## src/rtl/muldiv_pkg.sv

```systemverilog
// Shared types and constants for the iterative RV32M multiply/divide unit.
package muldiv_pkg;

   localparam int unsigned XLEN  = 32;
   localparam int unsigned CNT_W = $clog2(XLEN) + 1;

   typedef enum logic [1:0] {
      ST_IDLE  = 2'd0,
      ST_CALC  = 2'd1,
      ST_FIXUP = 2'd2,
      ST_DONE  = 2'd3
   } state_e;

   typedef enum logic [2:0] {
      F3_MUL    = 3'd0,
      F3_MULH   = 3'd1,
      F3_MULHSU = 3'd2,
      F3_MULHU  = 3'd3,
      F3_DIV    = 3'd4,
      F3_DIVU   = 3'd5,
      F3_REM    = 3'd6,
      F3_REMU   = 3'd7
   } op_e;

   function automatic logic op_is_div(input logic [2:0] f);
      return f[2];
   endfunction

   function automatic logic op_is_rem(input logic [2:0] f);
      return f[2] & f[1];
   endfunction

   function automatic logic op_a_signed(input logic [2:0] f);
      return (f == F3_MULH) || (f == F3_MULHSU) || (f == F3_DIV) || (f == F3_REM);
   endfunction

   function automatic logic op_b_signed(input logic [2:0] f);
      return (f == F3_MULH) || (f == F3_DIV) || (f == F3_REM);
   endfunction

endpackage

```

## src/rtl/muldiv_unit_if.sv

```systemverilog
// Execute-stage request/response bundle between the pipeline and muldiv_unit.
interface muldiv_unit_if;
   import muldiv_pkg::*;

   logic            start_e;
   logic [2:0]      funct3_e;
   logic [XLEN-1:0] src_a_e;
   logic [XLEN-1:0] src_b_e;
   logic [4:0]      rd_e;
   logic            flush_e;
   logic            stall_req;
   logic            done;
   logic [XLEN-1:0] result;
   logic [4:0]      rd_out;

   modport master (
      output start_e, funct3_e, src_a_e, src_b_e, rd_e, flush_e,
      input  stall_req, done, result, rd_out
   );

   modport slave (
      input  start_e, funct3_e, src_a_e, src_b_e, rd_e, flush_e,
      output stall_req, done, result, rd_out
   );
endinterface

```

## src/rtl/muldiv_datapath.sv

```systemverilog
// Operand/accumulator registers, one shift-add or restoring shift-subtract step
// per enable, and the sign fixup of the selected result half.
module muldiv_datapath
   import muldiv_pkg::*;
#(
   parameter int unsigned W = XLEN
) (
   input  logic         clk,
   input  logic         reset_n,
   input  logic         load,
   input  logic         step,
   input  logic [2:0]   ld_op,
   input  logic [W-1:0] ld_a,
   input  logic [W-1:0] ld_b,
   input  logic [2:0]   op,
   output logic [W-1:0] res_c
);

   // hi doubles as product high word (multiply) and remainder (divide);
   // lo doubles as multiplier (multiply) and dividend/quotient (divide).
   logic [W:0]   hi_q, hi_d;
   logic [W-1:0] lo_q, lo_d;
   logic [W-1:0] opd_q, opd_d;
   logic         neg_q_q, neg_q_d;
   logic         neg_r_q, neg_r_d;

   logic         sign_a, sign_b;
   logic [W-1:0] mag_a, mag_b;
   logic [W:0]   shifted, diff, add;
   logic [2*W-1:0] prod, prod_n;

   always_comb begin
      hi_d    = hi_q;
      lo_d    = lo_q;
      opd_d   = opd_q;
      neg_q_d = neg_q_q;
      neg_r_d = neg_r_q;
      sign_a  = op_a_signed(ld_op) & ld_a[W-1];
      sign_b  = op_b_signed(ld_op) & ld_b[W-1];
      mag_a   = sign_a ? -ld_a : ld_a;
      mag_b   = sign_b ? -ld_b : ld_b;
      shifted = {hi_q[W-1:0], lo_q[W-1]};
      diff    = shifted - {1'b0, opd_q};
      add     = lo_q[0] ? (hi_q + {1'b0, opd_q}) : hi_q;

      if (load) begin
         hi_d    = '0;
         lo_d    = op_is_div(ld_op) ? mag_a : mag_b;
         opd_d   = op_is_div(ld_op) ? mag_b : mag_a;
         neg_q_d = sign_a ^ sign_b;
         neg_r_d = sign_a;
      end else if (step) begin
         if (op_is_div(op)) begin
            // Trial subtract; a clear borrow bit means the quotient bit is 1.
            if (!diff[W]) begin
               hi_d = diff;
               lo_d = {lo_q[W-2:0], 1'b1};
            end else begin
               hi_d = shifted;
               lo_d = {lo_q[W-2:0], 1'b0};
            end
         end else begin
            hi_d = {1'b0, add[W:1]};
            lo_d = {add[0], lo_q[W-1:1]};
         end
      end
   end

   // High-word negation must borrow from the low word, so negate the full product.
   always_comb begin
      prod   = {hi_q[W-1:0], lo_q};
      prod_n = neg_q_q ? -prod : prod;
      res_c  = lo_q;
      case (op)
         F3_MUL:                        res_c = lo_q;
         F3_MULH, F3_MULHSU, F3_MULHU:  res_c = prod_n[2*W-1:W];
         F3_DIV, F3_DIVU:               res_c = neg_q_q ? -lo_q : lo_q;
         default:                       res_c = neg_r_q ? -hi_q[W-1:0] : hi_q[W-1:0];
      endcase
   end

   always_ff @(posedge clk) begin
      if (!reset_n) begin
         hi_q    <= '0;
         lo_q    <= '0;
         opd_q   <= '0;
         neg_q_q <= 1'b0;
         neg_r_q <= 1'b0;
      end else begin
         hi_q    <= hi_d;
         lo_q    <= lo_d;
         opd_q   <= opd_d;
         neg_q_q <= neg_q_d;
         neg_r_q <= neg_r_d;
      end
   end

endmodule

```

## src/rtl/muldiv_unit.sv

```systemverilog
// Iterative RV32M multiply/divide unit: control FSM, step counter, special-case
// shortcut, pipeline stall request and registered result.
module muldiv_unit
   import muldiv_pkg::*;
(
   input  logic          clk,
   input  logic          reset_n,
   muldiv_unit_if.slave  mdu
);

   localparam logic [XLEN-1:0] INT_MIN = {1'b1, {(XLEN-1){1'b0}}};

   state_e            state_q, state_d;
   logic [CNT_W-1:0]  cnt_q, cnt_d;
   logic              done_q, done_d;
   logic [XLEN-1:0]   result_q, result_d;
   logic [4:0]        rd_out_q, rd_out_d;
   logic [2:0]        funct3_q, funct3_d;
   logic [4:0]        rd_q, rd_d;

   logic              load_c, step_c, stall_c;
   logic              b_zero_c, ovf_c, special_c;
   logic [XLEN-1:0]   special_val_c, dp_res_c;

   // Divide-by-zero and signed overflow bypass the iteration entirely.
   always_comb begin
      b_zero_c      = (mdu.src_b_e == '0);
      ovf_c         = !mdu.funct3_e[0] && (mdu.src_a_e == INT_MIN) && (mdu.src_b_e == '1);
      special_c     = op_is_div(mdu.funct3_e) && (b_zero_c || ovf_c);
      special_val_c = mdu.src_a_e;
      if (b_zero_c)
         special_val_c = op_is_rem(mdu.funct3_e) ? mdu.src_a_e : '1;
      else
         special_val_c = op_is_rem(mdu.funct3_e) ? '0 : INT_MIN;
   end

   always_comb begin
      state_d  = state_q;
      cnt_d    = cnt_q;
      done_d   = 1'b0;
      result_d = result_q;
      rd_out_d = rd_out_q;
      funct3_d = funct3_q;
      rd_d     = rd_q;
      load_c   = 1'b0;
      step_c   = 1'b0;
      stall_c  = 1'b0;

      case (state_q)
         ST_IDLE: begin
            if (mdu.start_e) begin
               stall_c  = 1'b1;
               funct3_d = mdu.funct3_e;
               rd_d     = mdu.rd_e;
               cnt_d    = '0;
               if (special_c) begin
                  state_d  = ST_DONE;
                  done_d   = 1'b1;
                  result_d = special_val_c;
                  rd_out_d = mdu.rd_e;
               end else begin
                  state_d = ST_CALC;
                  load_c  = 1'b1;
               end
            end
         end
         ST_CALC: begin
            stall_c = 1'b1;
            step_c  = 1'b1;
            cnt_d   = cnt_q + CNT_W'(1);
            if (cnt_d == CNT_W'(XLEN))
               state_d = ST_FIXUP;
         end
         ST_FIXUP: begin
            stall_c  = 1'b1;
            state_d  = ST_DONE;
            done_d   = 1'b1;
            result_d = dp_res_c;
            rd_out_d = rd_q;
         end
         default: state_d = ST_IDLE;
      endcase

      // A flush abandons the op and leaves the previous result visible.
      if (mdu.flush_e) begin
         state_d  = ST_IDLE;
         done_d   = 1'b0;
         result_d = result_q;
         rd_out_d = rd_out_q;
         load_c   = 1'b0;
         step_c   = 1'b0;
      end
   end

   always_ff @(posedge clk) begin
      if (!reset_n) begin
         state_q  <= ST_IDLE;
         cnt_q    <= '0;
         done_q   <= 1'b0;
         result_q <= '0;
         rd_out_q <= '0;
         funct3_q <= '0;
         rd_q     <= '0;
      end else begin
         state_q  <= state_d;
         cnt_q    <= cnt_d;
         done_q   <= done_d;
         result_q <= result_d;
         rd_out_q <= rd_out_d;
         funct3_q <= funct3_d;
         rd_q     <= rd_d;
      end
   end

   muldiv_datapath #(.W(XLEN)) u_datapath (
      .clk     (clk),
      .reset_n (reset_n),
      .load    (load_c),
      .step    (step_c),
      .ld_op   (mdu.funct3_e),
      .ld_a    (mdu.src_a_e),
      .ld_b    (mdu.src_b_e),
      .op      (funct3_q),
      .res_c   (dp_res_c)
   );

   assign mdu.stall_req = stall_c;
   assign mdu.done      = done_q;
   assign mdu.result    = result_q;
   assign mdu.rd_out    = rd_out_q;

endmodule

```

## src/flat_wrapper.sv

```systemverilog
// flat-port wrapper written by rule: the top's interface ports become plain ports
module muldiv_unit_flat import muldiv_pkg::*;
  (clk, reset_n, mdu_start_e, mdu_funct3_e, mdu_src_a_e, mdu_src_b_e, mdu_rd_e, mdu_flush_e, mdu_stall_req, mdu_done, mdu_result, mdu_rd_out);
  muldiv_unit_if mdu_i ();
  input  logic clk;
  input  logic reset_n;
  input wire logic [$bits(mdu_i.start_e)-1:0] mdu_start_e;
  input wire logic [$bits(mdu_i.funct3_e)-1:0] mdu_funct3_e;
  input wire logic [$bits(mdu_i.src_a_e)-1:0] mdu_src_a_e;
  input wire logic [$bits(mdu_i.src_b_e)-1:0] mdu_src_b_e;
  input wire logic [$bits(mdu_i.rd_e)-1:0] mdu_rd_e;
  input wire logic [$bits(mdu_i.flush_e)-1:0] mdu_flush_e;
  output wire logic [$bits(mdu_i.stall_req)-1:0] mdu_stall_req;
  output wire logic [$bits(mdu_i.done)-1:0] mdu_done;
  output wire logic [$bits(mdu_i.result)-1:0] mdu_result;
  output wire logic [$bits(mdu_i.rd_out)-1:0] mdu_rd_out;
  assign mdu_i.start_e = mdu_start_e;
  assign mdu_i.funct3_e = mdu_funct3_e;
  assign mdu_i.src_a_e = mdu_src_a_e;
  assign mdu_i.src_b_e = mdu_src_b_e;
  assign mdu_i.rd_e = mdu_rd_e;
  assign mdu_i.flush_e = mdu_flush_e;
  assign mdu_stall_req = mdu_i.stall_req;
  assign mdu_done = mdu_i.done;
  assign mdu_result = mdu_i.result;
  assign mdu_rd_out = mdu_i.rd_out;
  muldiv_unit u_core (.clk(clk), .reset_n(reset_n), .mdu(mdu_i));
endmodule
```

## config.mk

```make
export PLATFORM = sky130hd
export DESIGN_NAME = muldiv_unit_flat
export DESIGN_NICKNAME = d
export VERILOG_FILES = /design/src/rtl/muldiv_pkg.sv /design/src/rtl/muldiv_unit_if.sv /design/src/rtl/muldiv_datapath.sv /design/src/rtl/muldiv_unit.sv /design/src/flat_wrapper.sv
export SDC_FILE = /design/constraint.sdc
export NUM_CORES = 1
export LEC_CHECK = 0
export ABC_CLOCK_PERIOD_IN_PS = 4950
export CORE_MARGIN = 2
export CORE_UTILIZATION = 31
export CTS_CLUSTER_DIAMETER = 100
export DETAILED_ROUTE_END_ITERATION = 10
export HOLD_SLACK_MARGIN = 0.08
export PLACE_DENSITY = 0.56
export SYNTH_ARGS = -nofsm -noshare
export SYNTH_HDL_FRONTEND = slang
export SYNTH_HIERARCHICAL = 1
export SYNTH_SLANG_ARGS = --single-unit
```

## constraint.sdc

```tcl
create_clock -name clk -period 4.95 [get_ports clk]
set_clock_uncertainty 0.1 [all_clocks]
set_input_delay 1.485 -clock clk [delete_from_list [all_inputs] [get_ports clk]]
set_output_delay 1.485 -clock clk [all_outputs]
set_load 0.03 [all_outputs]
```

==> results.json <==
{
  "status": "complete, no violations",
  "p_total_w": 0.00434,
  "synth_area_leaders": "dfxtp_1, a21oi_1, nand2_1, ha_1, o21ai_0",
  "required_ns": 5.26,
  "synth_ff_type": "dfxtp_1",
  "syn-num-nets": 2429,
  "grt_setup_unrepaired": "no",
  "die_w_um": 232,
  "nFillCells": 5425,
  "cp-start-kind": "flop",
  "r2r-end": "u_core/u_datapath/hi_q[30]",
  "syn_to_final_growth_pct": 18.8,
  "synth_cells": 2276,
  "yosys.area_share.adder": 0.0606,
  "drv_cap": 0,
  "synth.avg_cell_area_um2": 7.10,
  "synth_compound_gate_area_share": 0.328,
  "reg2reg_setup_slack_ns": 0.36,
  "synth-seq-cells": 153,
  "seq_area_frac_synth": 0.190,
  "vias": 18174,
  "p_seq_frac": 0.313,
  "routed_via_density": 5.89,
  "drive_gt1_frac": 0.0916,
  "cp_top_family": "simple AND/OR/NAND/NOR gates",
  "setup_tns_ns": 0,
  "final-max-slew-violation-count": 0,
  "setup_slack_ns": 0.362,
  "core_area_um2": 51400,
  "antennaDiodeCount": 0,
  "cts_buffers": 17,
  "path_cells": "inv_1 > ha_1 > fa_1 > nor2b_1 > o31ai_2 > a21oi_1 > o2bb2ai_1 > a311oi_1 > buf_4 > nor2_1 > a311oi_1 > nor2b_1 > o211ai_1 > nand2_1 > ha_1 > inv_1 > buf_12 > or4b_2 > o211ai_1 > nor3b_1",
  "drt_iter0_drc": 2299,
  "min_path_type": "reg -> reg",
  "port_buffers": 114,
  "muxShareOfSynthArea": 0.0503,
  "finalHoldViolCount": 0,
  "worstHoldStart": "u_core/u_datapath/hi_q[32]",
  "holdPathStages": 2,
  "ys_warn_count": 6,
  "r2r_cells": 20,
  "power.internal_w": 0.00258,
  "cts_resized": 0,
  "crit_start": "u_core/u_datapath/lo_q[31]",
  "cts_hold_buf": 0,
  "clockPowerShare": 0.308,
  "die_y_um": 232,
  "cts_sinks": 153,
  "ys_top_cells_by_count": "nand2_1, a21oi_1, nor2_1",
  "grt-ovfl-total": 0,
  "peakVddDrop_mv": 0.215,
  "synthSimpleGateAreaFrac": 0.242,
  "grt_use_total": 0.250,
  "async_flop_share": 0,
  "dr.pass1.iters": 6,
  "finalNetCount": 2543,
  "crit_slowest_cell": "or4b_2",
  "path_buf_inv": 4,
  "synth_top_cell_by_area": "dfxtp_1",
  "switching_share": 0.407,
  "crit_path_max_fanout": 7,
  "min_period_ns": 4.59,
  "clock_latency_ns": 0.49,
  "yosysMostFrequentCell": "nand2_1",
  "cts_setup_buffers": 0,
  "p_per_area_nw_per_um2": 226,
  "wl_per_cell_um": 22.4,
  "relSlewSlack": 0.286,
  "dieArea_um2": 54000,
  "start_util": 0.314,
  "synth_cell_types": 92,
  "dp_slack_ns": 0.163,
  "antenna_left": 0,
  "ios": 115,
  "cpPeakStageDelay_ns": 0.62,
  "clock.fmax_ghz": 0.218,
  "num_rows": 83,
  "synth_xor_area_frac": 0.0705,
  "setup_viol": 0,
  "wl_um": 68900,
  "crit_type": "reg -> reg",
  "hold_end": "u_core/u_datapath/hi_q[32]",
  "min_period_over_period": 0.927,
  "synth_enable_flop_cells": 0,
  "synth_area_um2": 16200,
  "antenna_found_initial": 1,
  "grt_start_max_net_pins": 96,
  "grt_pass1_wl_um": 102000,
  "synth_top_cell_area_share": 0.190,
  "cts.htree.levels": 4,
  "root_buffer": "clkbuf_16",
  "gp_congestion": 0.975,
  "dp_hpwl_um": 53200,
  "drc": 0,
  "power_switching_w": 0.00177,
  "clkSlewWorstSetupHoldPaths_ns": 0.08,
  "r2r-start": "u_core/u_datapath/lo_q[31]",
  "end_kind": "flop",
  "synth_top_family_by_area": "compound AO/OA/AOI/OAI gates",
  "cts.path.max_buffers": 2,
  "power_frac_comb": 0.379,
  "cellLeakagePower_nw": 7.42,
  "crit_arrival_ns": 4.90,
  "grt_pass1_vias": 16433,
  "worstMarginPinSlew_ns": 1.07,
  "cts_tree": "yes"
}
[per-stage QoR]
| stage | instance area, µm² | std cells | hold slack, ns | utilization |
|---|---|---|---|---|
| global route | 19200 | 3083 | 0.401 | 0.373 |
| global placement | 18600 | 3051 | 0.358 | 0.362 |
| detailed placement | 18600 | 3051 | 0.363 | 0.362 |
| CTS | 19200 | 3083 | 0.373 | 0.373 |
| floorplan | 16200 | 2276 | 0.341 | - |
| finish | 19200 | 3083 | 0.373 | 0.373 |
[metal layers]
metal | GRT usage | part of all wire | vias up
met5 | 0 | 0.00019 | -
met2 | 0.377 | 0.43 | 822
met4 | 0.101 | 0.039 | 2
met1 | 0.350 | 0.45 | 8648
li1 | - | - | 8594
met3 | 0.0443 | 0.078 | 108
[cell families after synthesis]
kind of cell,Yosys count
compound gates,803
xor+xnor,130
fa+ha+maj,77
buf+inv,243
flops,153
mux,80
simple gates,790
[final cells by class]
class	count	area, µm²	share of cell area
Tap cell	680	851	0.0443
Clock inverter	14	125	0.00652
Inverter	83	312	0.0162
Multi-Input combinational cell	1880	12200	0.634
Sequential cell	153	3070	0.160
Timing Repair Buffer	255	2240	0.117
Clock buffer	18	439	0.0229
[power by group through the flow]
stage                     clock network (W)  logic (W)  registers (W)
after floorplan                           0    0.00101        0.00135
after global placement                    0    0.00159        0.00138
after detailed placement                  0    0.00160        0.00138
after CTS                           0.00137    0.00161        0.00135
after global routing                0.00141    0.00177        0.00136
final                               0.00134    0.00165        0.00136
[registers in the layout, indices dropped and copies added, names as in the netlist]
register and cells:
u_core/u_datapath/opd_q 32, u_core/funct3_q 3, u_core/mdu.done 1, u_core/rd_q 5, u_core/mdu.rd_out 5, u_core/cnt_q 6, u_core/u_datapath/hi_q 33, u_core/state_q 2
u_core/u_datapath/neg_r_q 1, u_core/mdu.result 32, u_core/u_datapath/neg_q_q 1, u_core/u_datapath/lo_q 32
[how the worst max path moves through the flow]
stage,end,cells past startpoint
after floorplan,u_core/u_datapath/hi_q[30],17
after global placement,u_core/u_datapath/lo_q[31],10
after detailed placement,u_core/u_datapath/lo_q[31],10
after CTS,u_core/u_datapath/hi_q[30],20
after global routing,u_core/u_datapath/hi_q[30],20
final,u_core/u_datapath/hi_q[30],20
[tightest hold or removal path: cells and delay by family, from the launching register on]
family / cells / cell delay (ns)
DFF: 1 / 0.32
AOI/OAI and AO/OA: 1 / 0.05
and+or+nand+nor: 1 / 0.06
[layout by cell type, fill, tap and decap left out, types with 11 or more instances in the layout]
cell,Yosys,routed
nand4_1,17,17
and3_1,18,18
a21o_1,41,41
a22oi_1,12,12
a221o_1,37,37
xnor2_1,79,79
or3_1,31,31
o31ai_1,30,29
nand3_1,41,41
nand2_1,255,255
o211a_1,17,17
a21boi_0,16,16
o21a_1,45,45
inv_1,81,81
clkbuf_16,0,17
dfxtp_1,153,151
nor4_1,28,28
nand2b_1,18,18
clkdlybuf4s50_1,0,112
o22ai_1,13,13
a21oi_1,212,212
o211ai_1,50,50
nor2b_1,48,48
buf_4,0,137
or4_1,17,17
and2_1,32,32
o41ai_1,11,11
xor2_1,51,51
nor2_1,187,186
a31oi_1,22,22
mux2i_1,71,71
o21ai_1,15,15
nor3_1,50,49
ha_1,75,75
o21ai_0,157,157
a211oi_1,43,43
No activity file was read; power rests on OpenSTA's default activity.
==> RTL change: new RTL, config.mk and constraints unchanged <==
Encoding of `state_e`: now one-hot (4 bits for 4 states).
--- a/src/rtl/muldiv_pkg.sv
+++ b/src/rtl/muldiv_pkg.sv
@@ -5,9 +5,9 @@
    localparam int unsigned CNT_W = $clog2(XLEN) + 1;
 
-   typedef enum logic [1:0] {
-      ST_IDLE  = 2'd0,
-      ST_CALC  = 2'd1,
-      ST_FIXUP = 2'd2,
-      ST_DONE  = 2'd3
+   typedef enum logic [3:0] {
+      ST_IDLE  = 4'b0001,
+      ST_CALC  = 4'b0010,
+      ST_FIXUP = 4'b0100,
+      ST_DONE  = 4'b1000
    } state_e;
 
Function: no difference found for any inputs over 4 cycles, from zero or initial values and one cycle with reset_n low; so few cycles prove little.
==> RTL change against the original RTL <==
- worst hold slack worse by 0.012 ns
- cell area is 1.3% higher
- critical path depth is 1 higher
- largest cell class unchanged
- die area is 1.0% higher
- non-clock buffer count is 9 higher
- sequential cell count is 2 higher
- total power is 6.8% lower
- worst setup slack worse by 0.027 ns
- routed wire length is 4.2% lower
- area after synthesis is 1.0% higher
==> RTL change: results (changes against the original RTL) <==
<table>
<tr><th>Metric</th><th>Value</th></tr>
<tr><th colspan="2">Critical path</th></tr>
<tr><td>Reg2Reg Setup Slack</td><td>0.34 ns (was 0.36 ns)</td></tr>
<tr><td>Depth of the worst register-to-register path</td><td>21 (was 20)</td></tr>
<tr><td>Slowest cell on crit path</td><td>dfxtp_1 (was or4b_2)</td></tr>
<tr><td>Critical Path Fanout Max</td><td>6 (was 7)</td></tr>
<tr><th colspan="2">Cells and area</th></tr>
<tr><td>Register fraction of the total cell area</td><td>16.0% (about the same)</td></tr>
<tr><td>Area taken by multi-input logic gates</td><td>0.0123 mm2 (was 0.0122 mm2)</td></tr>
<tr><td>Net count reported at finish</td><td>2591 (was 2543)</td></tr>
<tr><td>#MultiIn Comb</td><td>1926 (was 1880)</td></tr>
<tr><td>Post-Layout Inst Area</td><td>0.0194 mm2 (was 0.0192 mm2)</td></tr>
<tr><td>Final-layout clock-cell area share</td><td>2.93% (was 2.94%)</td></tr>
<tr><th colspan="2">GRT</th></tr>
<tr><td>Global router's overall resource usage</td><td>23.8% (was 25.0%)</td></tr>
<tr><td>Largest net degree at the start of global routing</td><td>79 (was 96)</td></tr>
<tr><td>Grt met3 use</td><td>3.92% (was 4.43%)</td></tr>
<tr><td>First-pass GRT wire length</td><td>101 mm (was 102 mm)</td></tr>
<tr><th colspan="2">Power and ir drop</th></tr>
<tr><td>Leakage</td><td>7.51 nW (was 7.42 nW)</td></tr>
<tr><td>Maximum vdd ir drop</td><td>263 uV (was 215 uV)</td></tr>
<tr><th colspan="2">Run status</th></tr>
<tr><td>Result of the run</td><td>finished clean (unchanged)</td></tr>
<tr><th colspan="2">Worst hold path</th></tr>
<tr><td>End point of the worst hold path</td><td>u_core/rd_q[3] (was u_core/u_datapath/hi_q[32])</td></tr>
<tr><th colspan="2">Drt</th></tr>
<tr><td>Post-detailed-routing wire length</td><td>66.0 mm (was 68.9 mm)</td></tr>
<tr><td>Via-per-instance ratio</td><td>5.83 (was 5.89)</td></tr>
<tr><td>Number of vias in the routed layout</td><td>18300 (was 18200)</td></tr>
<tr><td>Initial DRC Count</td><td>1650 (was 2299)</td></tr>
<tr><th colspan="2">Clock tree</th></tr>
<tr><td>Worst-skew pair later-pin latency</td><td>0.47 ns (was 0.49 ns)</td></tr>
<tr><th colspan="2">Floorplanning</th></tr>
<tr><td>Cell row count</td><td>84 (was 83)</td></tr>
<tr><th colspan="2">Logic synthesis</th></tr>
<tr><td>Mapped Avg Cell Area</td><td>7.02 um2 (was 7.10 um2)</td></tr>
<tr><td>Total of flip-flops plus latches after synthesis</td><td>155 (was 153)</td></tr>
<tr><th colspan="2">Place</th></tr>
<tr><td>Number of instances in the placed design</td><td>3111 (was 3051)</td></tr>
<tr><td>HPWL after detailed placement</td><td>51.6 mm (was 53.2 mm)</td></tr>
<tr><th colspan="2">Timing</th></tr>
<tr><td>Hold WS</td><td>0.362 ns (was 0.373 ns)</td></tr>
</table>
==> RTL change: logic make-up (layout without fill, tap and decap cells) <==
| family | count (synthesis) | count (layout) | synth area share, % |
|---|---|---|---|
| buf+inv | 243 | 374 | 5.81 |
| simple gates | 824 | 824 | 24.5 |
| mux | 74 | 74 | 4.57 |
| flops | 155 | 155 | 19.0 |
| xor+xnor | 130 | 130 | 6.98 |
| compound gates | 825 | 825 | 33.5 |
| fa+ha+maj | 73 | 73 | 5.69 |
==> RTL change: timing repair <==
action,in CTS,in global routing
setup endpoints to repair,0,31
buffers inserted,0,0
gates resized for setup,0,3
==> RTL change: routing by layer <==
metal,routed length (um),vias to the layer above
li1,-,8770
met1,29700,8765
met2,29800,699
met3,4570,98
met4,1950,0
met5,0,-
==> RTL change: where the power goes <==
group / total (W) / internal [W] / switching [W]
Combinational: 0.00135 / 0.000521 / 0.000834
Clock: 0.00133 / 0.000670 / 0.000663
Sequential: 0.00136 / 0.00129 / 0.0000742
Total: 0.00405 / 0.00248 / 0.00157
